--- src/rtl/seg7_capture.sv ---
// seg7_capture: receive side of the BCD-to-7-segment drive path.
// Samples a time-multiplexed 7-segment bus (segments plus one-hot digit
// selects), waits for each pattern to be stable, decodes it back to BCD
// per digit and pulses frame_valid once every digit has been captured.
// Optional feature macro: SEG7_CAPTURE_DP_EN adds the decimal point
// input seg_dp and the per-digit dp_out register.
module seg7_capture #(
   parameter int DIGITS     = 4,
   parameter int STABLE_CNT = 3,
   parameter int CNT_W      = 4
) (
   input  logic                  clk,
   input  logic                  rst_n,
   input  logic                  en,
   input  logic                  clr,
   input  logic [6:0]            seg_in,
`ifdef SEG7_CAPTURE_DP_EN
   input  logic                  seg_dp,
   output logic [DIGITS-1:0]     dp_out,
`endif
   input  logic [DIGITS-1:0]     dig_sel,
   output logic [4*DIGITS-1:0]   bcd_out,
   output logic [DIGITS-1:0]     blank_out,
   output logic [DIGITS-1:0]     err_out,
   output logic                  frame_valid
);

`ifdef SEG7_CAPTURE_DP_EN
   localparam int SEG_W = 8;
`else
   localparam int SEG_W = 7;
`endif

   localparam logic [CNT_W-1:0]  CNT_ONE = CNT_W'(1);
   localparam logic [CNT_W-1:0]  STABLE  = CNT_W'(STABLE_CNT);
   localparam logic [DIGITS-1:0] DIG_ONE = {{(DIGITS-1){1'b0}}, 1'b1};

   typedef enum logic [1:0] {S_IDLE, S_SETTLE, S_LATCHED} state_t;

   logic [SEG_W-1:0]        w_segBus;
   logic [SEG_W-1:0]        r_segMeta;
   logic [SEG_W-1:0]        r_segSync;
   logic [DIGITS-1:0]       r_digMeta;
   logic [DIGITS-1:0]       r_digSync;
   logic [DIGITS+SEG_W-1:0] w_sample;
   logic [DIGITS+SEG_W-1:0] r_prevSample;
   logic [DIGITS-1:0]       r_mask;
   logic [DIGITS-1:0]       w_maskNew;
   logic [CNT_W-1:0]        r_cnt;
   logic [CNT_W-1:0]        w_cntNext;
   state_t                  r_state;
   state_t                  w_stateNext;
   logic                    w_oneHot;
   logic                    w_same;
   logic                    w_write;
   logic                    w_frameDone;
   logic [3:0]              w_bcd;
   logic                    w_blank;
   logic                    w_err;

`ifdef SEG7_CAPTURE_DP_EN
   assign w_segBus = {seg_dp, seg_in};
`else
   assign w_segBus = seg_in;
`endif

   assign w_sample    = {r_digSync, r_segSync};
   assign w_same      = (w_sample == r_prevSample);
   assign w_oneHot    = (r_digSync != '0) && ((r_digSync & (r_digSync - DIG_ONE)) == '0);
   assign w_maskNew   = r_mask | r_digSync;
   assign w_frameDone = w_write && (w_maskNew == '1);

   // Two-flop synchronizer for the bus; runs every cycle regardless of en.
   always_ff @(posedge clk) begin
      if (!rst_n) begin
         r_segMeta <= '0;
         r_segSync <= '0;
         r_digMeta <= '0;
         r_digSync <= '0;
      end else begin
         r_segMeta <= w_segBus;
         r_segSync <= r_segMeta;
         r_digMeta <= dig_sel;
         r_digSync <= r_digMeta;
      end
   end

   // Map the synchronized 7-bit pattern back to BCD, blank or illegal.
   always_comb begin
      w_bcd   = 4'hE;
      w_blank = 1'b0;
      w_err   = 1'b0;
      case (r_segSync[6:0])
         7'b0111111: w_bcd = 4'd0;
         7'b0000110: w_bcd = 4'd1;
         7'b1011011: w_bcd = 4'd2;
         7'b1001111: w_bcd = 4'd3;
         7'b1100110: w_bcd = 4'd4;
         7'b1101101: w_bcd = 4'd5;
         7'b1111101: w_bcd = 4'd6;
         7'b0000111: w_bcd = 4'd7;
         7'b1111111: w_bcd = 4'd8;
         7'b1100111: w_bcd = 4'd9;
         7'b0000000: begin
            w_bcd   = 4'hF;
            w_blank = 1'b1;
         end
         default: begin
            w_bcd = 4'hE;
            w_err = 1'b1;
         end
      endcase
   end

   // Stability tracking: decide next state, next count and whether this
   // enabled sample is the one that commits the digit.
   always_comb begin
      w_stateNext = r_state;
      w_cntNext   = r_cnt;
      w_write     = 1'b0;
      if (!w_oneHot) begin
         w_stateNext = S_IDLE;
         w_cntNext   = '0;
      end else if ((r_state == S_IDLE) || !w_same) begin
         w_cntNext = CNT_ONE;
         if (STABLE == CNT_ONE) begin
            w_write     = 1'b1;
            w_stateNext = S_LATCHED;
         end else begin
            w_stateNext = S_SETTLE;
         end
      end else if (r_state == S_SETTLE) begin
         w_cntNext = (r_cnt < STABLE) ? (r_cnt + CNT_ONE) : r_cnt;
         if (w_cntNext == STABLE) begin
            w_write     = 1'b1;
            w_stateNext = S_LATCHED;
         end
      end
   end

   // Capture FSM, captured-digit mask and registered outputs; clr wins
   // over a coincident write and en low freezes everything.
   always_ff @(posedge clk) begin
      if (!rst_n) begin
         r_state      <= S_IDLE;
         r_cnt        <= '0;
         r_mask       <= '0;
         r_prevSample <= '0;
         bcd_out      <= '0;
         blank_out    <= '0;
         err_out      <= '0;
         frame_valid  <= 1'b0;
`ifdef SEG7_CAPTURE_DP_EN
         dp_out       <= '0;
`endif
      end else if (clr) begin
         r_state     <= S_IDLE;
         r_cnt       <= '0;
         r_mask      <= '0;
         bcd_out     <= '0;
         blank_out   <= '0;
         err_out     <= '0;
         frame_valid <= 1'b0;
`ifdef SEG7_CAPTURE_DP_EN
         dp_out      <= '0;
`endif
      end else if (en) begin
         r_prevSample <= w_sample;
         r_state      <= w_stateNext;
         r_cnt        <= w_cntNext;
         frame_valid  <= w_frameDone;
         if (w_write) begin
            r_mask <= w_frameDone ? '0 : w_maskNew;
            for (int i = 0; i < DIGITS; i++) begin
               if (r_digSync[i]) begin
                  bcd_out[4*i +: 4] <= w_bcd;
                  blank_out[i]      <= w_blank;
                  err_out[i]        <= w_err;
`ifdef SEG7_CAPTURE_DP_EN
                  dp_out[i]         <= r_segSync[7];
`endif
               end
            end
         end
      end else begin
         frame_valid <= 1'b0;
      end
   end

endmodule

--- config.mk ---
export PLATFORM = sky130hd
export DESIGN_NAME = seg7_capture
export DESIGN_NICKNAME = d
export VERILOG_FILES = /design/src/rtl/seg7_capture.sv
export SDC_FILE = /design/constraint.sdc
export NUM_CORES = 1
export LEC_CHECK = 0
export ABC_AREA = 0
export CORE_AREA = 2 2 91 93
export CTS_BUF_LIST = sky130_fd_sc_hd__clkbuf_8
export DETAILED_ROUTE_END_ITERATION = 12
export DIE_AREA = 0 0 93 95
export HOLD_SLACK_MARGIN = 0.05
export SETUP_SLACK_MARGIN = 0.05
export SLEW_MARGIN = 20
export SYNTH_ARGS = -nofsm -noshare
export SYNTH_HDL_FRONTEND = slang
export SYNTH_SLANG_ARGS = --single-unit
--- constraint.sdc ---
create_clock -name clk -period 1.94 [get_ports clk]
set_clock_uncertainty 0.05 [all_clocks]
set_input_delay 0.388 -clock clk [delete_from_list [all_inputs] [get_ports clk]]
set_output_delay 0.388 -clock clk [all_outputs]
set_load 0.02 [all_outputs]
# --- After elaboration in Yosys (flattened, before gate mapping) ---
# Index checks and enable logic that the tools add are counted.
classes:
  n_reduce_logical: 19
  add_sub_neg: 2
  eq_ne: 16
  magnitude_cmp: 1
  bitwise: 5
  mux: 16
op_table:
  columns: ["cell", "count"]
  rows:
  - ["$eq 7x7->1 const B", 7]
  - ["$pmux 4 s11", 1]
  - ["$mux 4", 5]
  - ["$reduce_and 3->1", 5]
  - ["$eq 7x3->1 const B", 2]
  - ["$eq 11x11->1", 1]
  - ["$reduce_or 11->1", 1]
  - ["$mux 2", 4]
  - ["$eq 7x6->1 const B", 1]
  - ["$logic_not 7->1", 1]
  - ["$mux 1", 6]
  - ["$ne 3x1->1 const B", 2]
  - ["$reduce_and 2->1", 3]
  - ["$add 4x1->4 const B", 1]
  - ["$and 4x4->4", 1]
  - ["$eq 4x2->1 const B", 1]
  - ["$eq 4x4->1 const B", 1]
  - ["$logic_not 4->1", 1]
  - ["$lt 4x2->1 const B", 1]
  - ["$or 4x4->4", 1]
  - ["$reduce_bool 4->1", 1]
  - ["$sub 4x1->4 const B", 1]
  - ["$not 1->1", 3]
  - ["$reduce_or 3->1", 1]
  - ["6 further kinds", 7]
word_totals:
  word_cells: 80
  ff_bits: 68

# --- Logic depth before layout (Yosys ltp) ---
depth:
  depth_word: 9
  mapped_depth: 7
  ltp_nobuf: 6

# --- Least setup slack after synthesis ---
# No wires, ideal clock.
synth_timing:
  path_kind: "register -> register"
  startpoint: "register r_cnt[0]"
  endpoint: "register blank_out[0]"
  n_path_buf: 0
  path_stages_with_launch: 7
  setup_slack_ps: -33
  synth_period_minus_slack_ps: 1973
  setup_ps: 132
  t_arrival_ps: 1791
  cell_sequence: "dfxtp_1 > ha_1 > nor3b_2 > o2111ai_2 > or4_4 > nand2_1 > a21oi_1"
synth_between:
  elab_chain_cells: 8
  elab_cells_between_ends: 9
  classes_between: "1 x add/sub; 1 x order compare; 1 x eq/ne; 5 x mux; 1 x reduce/logical"
synth_lines:
  columns: ["element", "line", "rtl"]
  rows:
  - ["start, declared", "49", "logic [CNT_W-1:0] r_cnt;"]
  - ["start signal, assigned", "170", "r_cnt <= w_cntNext;"]
  - ["$add 4x1->4 / $lt 4x2->1 (equally long branches)", "133", "w_cntNext = (r_cnt < STABLE) ? (r_cnt + CNT_ONE) : r_cnt;"]
  - ["$mux 4 *", "133", null]
  - ["$eq 4x2->1 *", "134", "if (w_cntNext == STABLE) begin"]
  - ["$mux 1 *", "134", null]
  - ["$mux 1 *", "132", "end else if (r_state == S_SETTLE) begin"]
  - ["$mux 1 *", "124", "end else if ((r_state == S_IDLE) || !w_same) begin"]
  - ["$mux 1 *", "121", "if (!w_oneHot) begin"]
  - ["$reduce_and 3->1 (no source line) *", null, null]
  - ["end signal, assigned by index", "177", "blank_out[i] <= w_blank;"]
  - ["end, declared", "23", "output logic [DIGITS-1:0] blank_out,"]
# Mark *: on every way between the ends. The rest lies on a longest branch, timed or not.
# A chain may end at the register's enable or synchronous reset.

# --- Final worst setup path ---
layout_timing:
  startpoint: "register r_cnt[1]"
  endpoint: "register bcd_out[3]"
layout_between:
  elab_chain_cells: 8
  elab_cells_between_ends: 9
  classes_between: "1 x add/sub; 1 x order compare; 1 x eq/ne; 5 x mux; 1 x reduce/logical"
layout_lines:
  columns: ["element", "line", "rtl"]
  rows:
  - ["$add 4x1->4 / $lt 4x2->1 (equally long branches)", "133", null]
  - ["$mux 4 *", "133", null]
  - ["$eq 4x2->1 *", "134", null]
  - ["$mux 1 *", "134", null]
  - ["$mux 1 *", "132", null]
  - ["$mux 1 *", "124", null]
  - ["$mux 1 *", "121", null]
  - ["$reduce_and 3->1 (no source line) *", null, null]
  - ["end signal, assigned by index", "176", "bcd_out[4*i +: 4] <= w_bcd;"]
  - ["end, declared", "22", "output logic [4*DIGITS-1:0] bcd_out,"]
# Marked as above.

==> tab_implementation.tex <==
\begin{tabular}{lr}
\hline
Metric & Value \\
\hline
\multicolumn{2}{l}{\textbf{STA}} \\
\quad Final worst path period share & 0.978 \\
\quad Relative slew margins & 0.710 \\
\quad Peak Freq & 527 MHz \\
\quad Setup violations, final & 0 \\
\quad Final Slew Violations & 0 \\
\quad Transition time of the tightest slew-check pin & 0.434 ns \\
\quad Setup repair after global routing missed its margin & yes \\
\quad Minimum period implied by the final worst setup slack & 1.90 ns \\
\quad Final hold violation count & 0 \\
\quad Worst Hold Slack & 0.379 ns \\
\multicolumn{2}{l}{\textbf{Global route}} \\
\quad Pin count of the biggest net entering global routing & 34 \\
\quad Vias in the first global route & 2346 \\
\quad Global-route total usage across every layer & 0.165 \\
\quad Initial antenna violation count & 0 \\
\quad Leftover overflow at the end of global routing & 0 \\
\quad Wire length of the first global-routing pass & 11300 um \\
\multicolumn{2}{l}{\textbf{Power and ir drop}} \\
\quad Internal power summed over all cells & 2.31 mW \\
\quad Worst ir drop on vdd & 414 uV \\
\quad Leak pwr & 1.51 nW \\
\quad NetSw & 0.742 mW \\
\quad Power Density & 715 nW/um2 \\
\quad Switching part of the total power & 0.243 \\
\quad PnR Total Power & 3.06 mW \\
\quad Combinational Power Share & 0.113 \\
\quad Sequential cell fraction of total power & 0.474 \\
\quad Clock group share of total power & 0.414 \\
\multicolumn{2}{l}{\textbf{Die}} \\
\quad Area of the core region & 7930 um2 \\
\quad Die Footprint & 8840 um2 \\
\quad Number of top-level pins & 40 \\
\quad Starting density of the core & 0.383 \\
\quad Width of the chip & 93 um \\
\quad Row count & 33 \\
\quad Height of the die & 95 um \\
\multicolumn{2}{l}{\textbf{Clock network}} \\
\quad Clock latency of the later-clocked register in the worst-skew pair & 0.34 ns \\
\quad H-tree depth & 3 \\
\quad Clock-pin slew of the registers on the worst-case setup and hold paths & 0.08 ns \\
\quad Number of sinks driven by the clock tree & 68 \\
\quad TritonCTS Buffers & 9 \\
\quad Hold-fix buffers at CTS & 0 \\
\quad TritonCTS clock tree & built \\
\quad Clock tree root buffer cell & sky130\_fd\_sc\_hd\_\_clkbuf\_8 \\
\quad Maximum count of clock buffers along a single path & 2 \\
\multicolumn{2}{l}{\textbf{Hold path}} \\
\quad Worst hold path startpoint & r\_segMeta[3] \\
\quad Hold WC Path Type & reg2reg \\
\multicolumn{2}{l}{\textbf{Route}} \\
\quad Count of routing violations after the opening detailed-route iteration & 68 \\
\quad Wire per inst & 13.9 um \\
\quad Via/cell ratio & 4.94 \\
\quad DRC & 0 \\
\quad Number of vias after detailed routing & 2482 \\
\quad 1st-pass router iterations & 4 \\
\quad Final Routed Wirelength & 6970 um \\
\quad Remaining number of nets flagged by the antenna check after routing & 0 \\
\multicolumn{2}{l}{\textbf{Place}} \\
\quad Routability congestion estimate & 0.809 \\
\quad Count of buffers from port buffering & 39 \\
\quad Final HPWL DP & 5060 um \\
\multicolumn{2}{l}{\textbf{Setup path}} \\
\quad CP required & 2.10 ns \\
\quad Critical Path Source Type & flip-flop \\
\quad CP Data Arrival Time & 2.06 ns \\
\quad Series of cell instances along the critical path & ha\_4 > nor3b\_4 > buf\_6 > o2111ai\_4 > or4\_4 > mux2i\_1 \\
\quad Reg-to-Reg Start & r\_cnt[1] \\
\quad Master of the slowest instance on the critical path & sky130\_fd\_sc\_hd\_\_or4\_4 \\
\quad Crit path max fanout & 4 \\
\quad Setup CP Type & reg2reg \\
\quad Crit path from & r\_cnt[1] \\
\quad Delay of the slowest cell on the worst path & 0.48 ns \\
\quad Setup crit end kind & flip-flop \\
\multicolumn{2}{l}{\textbf{Run status}} \\
\quad Status & finished clean \\
\multicolumn{2}{l}{\textbf{Final layout}} \\
\quad Antenna cell count & 0 \\
\quad Number of fill cells & 715 \\
\quad Most common cell after layout, fill and taps aside & sky130\_fd\_sc\_hd\_\_dfxtp\_1 \\
\quad Final-stage net count & 408 \\
\quad Area of the multi-input gates & 1730 um2 \\
\quad P\&R area growth vs syn & 40.9\% \\
\quad Fraction of layout instances using a drive strength above 1 & 0.310 \\
\quad Top library cells by usage in the layout, fill and taps aside & 57 x sky130\_fd\_sc\_hd\_\_dfxtp\_1, 47 x sky130\_fd\_sc\_hd\_\_buf\_4, 39 x sky130\_fd\_sc\_hd\_\_clkdlybuf4s50\_1 \\
\quad Area taken by flip-flops and latches & 1380 um2 \\
\multicolumn{2}{l}{\textbf{Synth}} \\
\quad Syn Inst Count & 310 \\
\quad Distinct cells, synth & 55 \\
\quad Async SR Flop Fraction & 0 \\
\quad Post-synth design cell area & 3040 um2 \\
\quad Synthesized flop and latch total & 68 \\
\quad Prevailing post-synth register cell & sky130\_fd\_sc\_hd\_\_dfxtp\_1 \\
\quad Post-synthesis sequential area ratio & 0.448 \\
\quad Number of synthesized flops with an enable pin & 0 \\
\quad Avg Synthesized Cell Area & 9.79 um2 \\
\quad Number of warning messages in the yosys log & 0 \\
\quad Synthesized netlist net count & 326 \\
\multicolumn{2}{l}{\textbf{Job}} \\
\quad Max-cap violations & 0 \\
\hline
\end{tabular}
-- critical path: cells and delay by family (launching register included) --
kind                       cells  cell delay, ns
AOI/OAI and AO/OA              1            0.11
adders and majority gates      1            0.26
buffers and inverters          1            0.15
DFF                            1            0.34
muxes                          1            0.14
and+or+nand+nor                2            0.71
-- per-layer routing --
metal,track usage,up-vias,routed length (um)
met2,0.268,40,3380
met4,0.0625,0,76
li1,-,1273,-
met5,0,-,0
met1,0.213,1162,3270
met3,0.0391,7,239
-- what timing repair did --
item | CTS | global route
buffers inserted | 6 | 2
pin swaps | 7 | 6
endpoints found under the setup margin | 30 | 32
cloned | 0 | 0
gates resized for setup | 10 | 31
-- synth_stat cells, drive strengths merged, types with 3 or more instances --
master | number | area [um2]
nor4b | 5 | 65.1
mux2i | 10 | 100
clkbuf | 7 | 26.3
o211ai | 4 | 30.0
o21ai | 17 | 88.8
nand2b | 5 | 31.3
nor2b | 3 | 18.8
xnor2 | 12 | 143
nor2 | 10 | 37.5
and3 | 5 | 31.3
a21oi | 20 | 104
and2 | 23 | 144
dfxtp | 68 | 1360
a21boi | 11 | 82.6
buf | 14 | 86.3
o2111ai | 7 | 73.8
nand3 | 7 | 35.0
nand2 | 33 | 124
or3 | 3 | 18.8
a211oi | 3 | 27.5
o21a | 4 | 30.0
nand4 | 6 | 50.0
or4 | 3 | 26.3
o22ai | 3 | 18.8
nor4 | 6 | 97.6
-- flip-flops by register name, summed over array words and instances, names as in the netlist --
register      count
frame_valid       1
r_prevSample     11
r_digMeta         4
blank_out         4
r_mask            4
err_out           4
bcd_out          16
r_segSync         7
r_digSync         4
r_segMeta         7
r_state           2
r_cnt             4
-- stage by stage --
stage / setup TNS [ns] / instances / util / area, um2 / setup slack, ns
3_3_place_gp: -1.35 / 478 / 0.482 / 3820 / -0.100
6_report: 0 / 502 / 0.540 / 4280 / 0.0430
4_1_cts: 0 / 500 / 0.520 / 4120 / 0.0338
3_5_place_dp: -2.06 / 478 / 0.482 / 3820 / -0.138
5_1_grt: -0.804 / 502 / 0.540 / 4280 / -0.0981
2_1_floorplan: 0 / 310 / - / 3060 / 0.00594
-- logic make-up (layout without fill, tap and decap cells) --
logic type               after synthesis  in the layout  share of synthesized area
buffers and inverters                 23            110                     0.0396
adder cells (fa/ha/maj)                1              1                    0.00412
multiplexers                          10             10                     0.0330
AO/OA/AOI/OAI                         76             76                      0.173
flip-flops                            68             68                      0.448
XOR/XNOR                              14             14                     0.0528
AND/OR/NAND/NOR                      118            118                      0.249
-- power groups by stage --
| stage | Clock (mW) | Sequential (mW) | Combinational (mW) |
|---|---|---|---|
| finish | 1.26 | 1.45 | 0.344 |
| global route | 1.38 | 1.45 | 0.373 |
| CTS | 1.31 | 1.45 | 0.319 |
| detailed placement | 0 | 1.48 | 0.306 |
| global placement | 0 | 1.48 | 0.305 |
| floorplan | 0 | 1.46 | 0.191 |
-- final timing paths --
check | slack [ns] | endpoint | depth (start not counted)
worst min register to register | 0.38 | r_segSync[3] | 1
worst min-delay path | 0.38 | r_segSync[3] | 1
worst max-delay path | 0.04 | bcd_out[3] | 6
worst max register to register | 0.04 | bcd_out[3] | 6
-- final cells by class --
| type | instances | area share |
|---|---|---|
| multi-input cells | 219 | 0.404 |
| flip-flops and latches | 68 | 0.322 |
| repair buffers | 92 | 0.192 |
| well taps | 105 | 0.0307 |
| clock buffers | 9 | 0.0290 |
| clock inverters | 7 | 0.0214 |
| inverters | 2 | 0.00175 |
No activity file was read; power rests on OpenSTA's default activity.
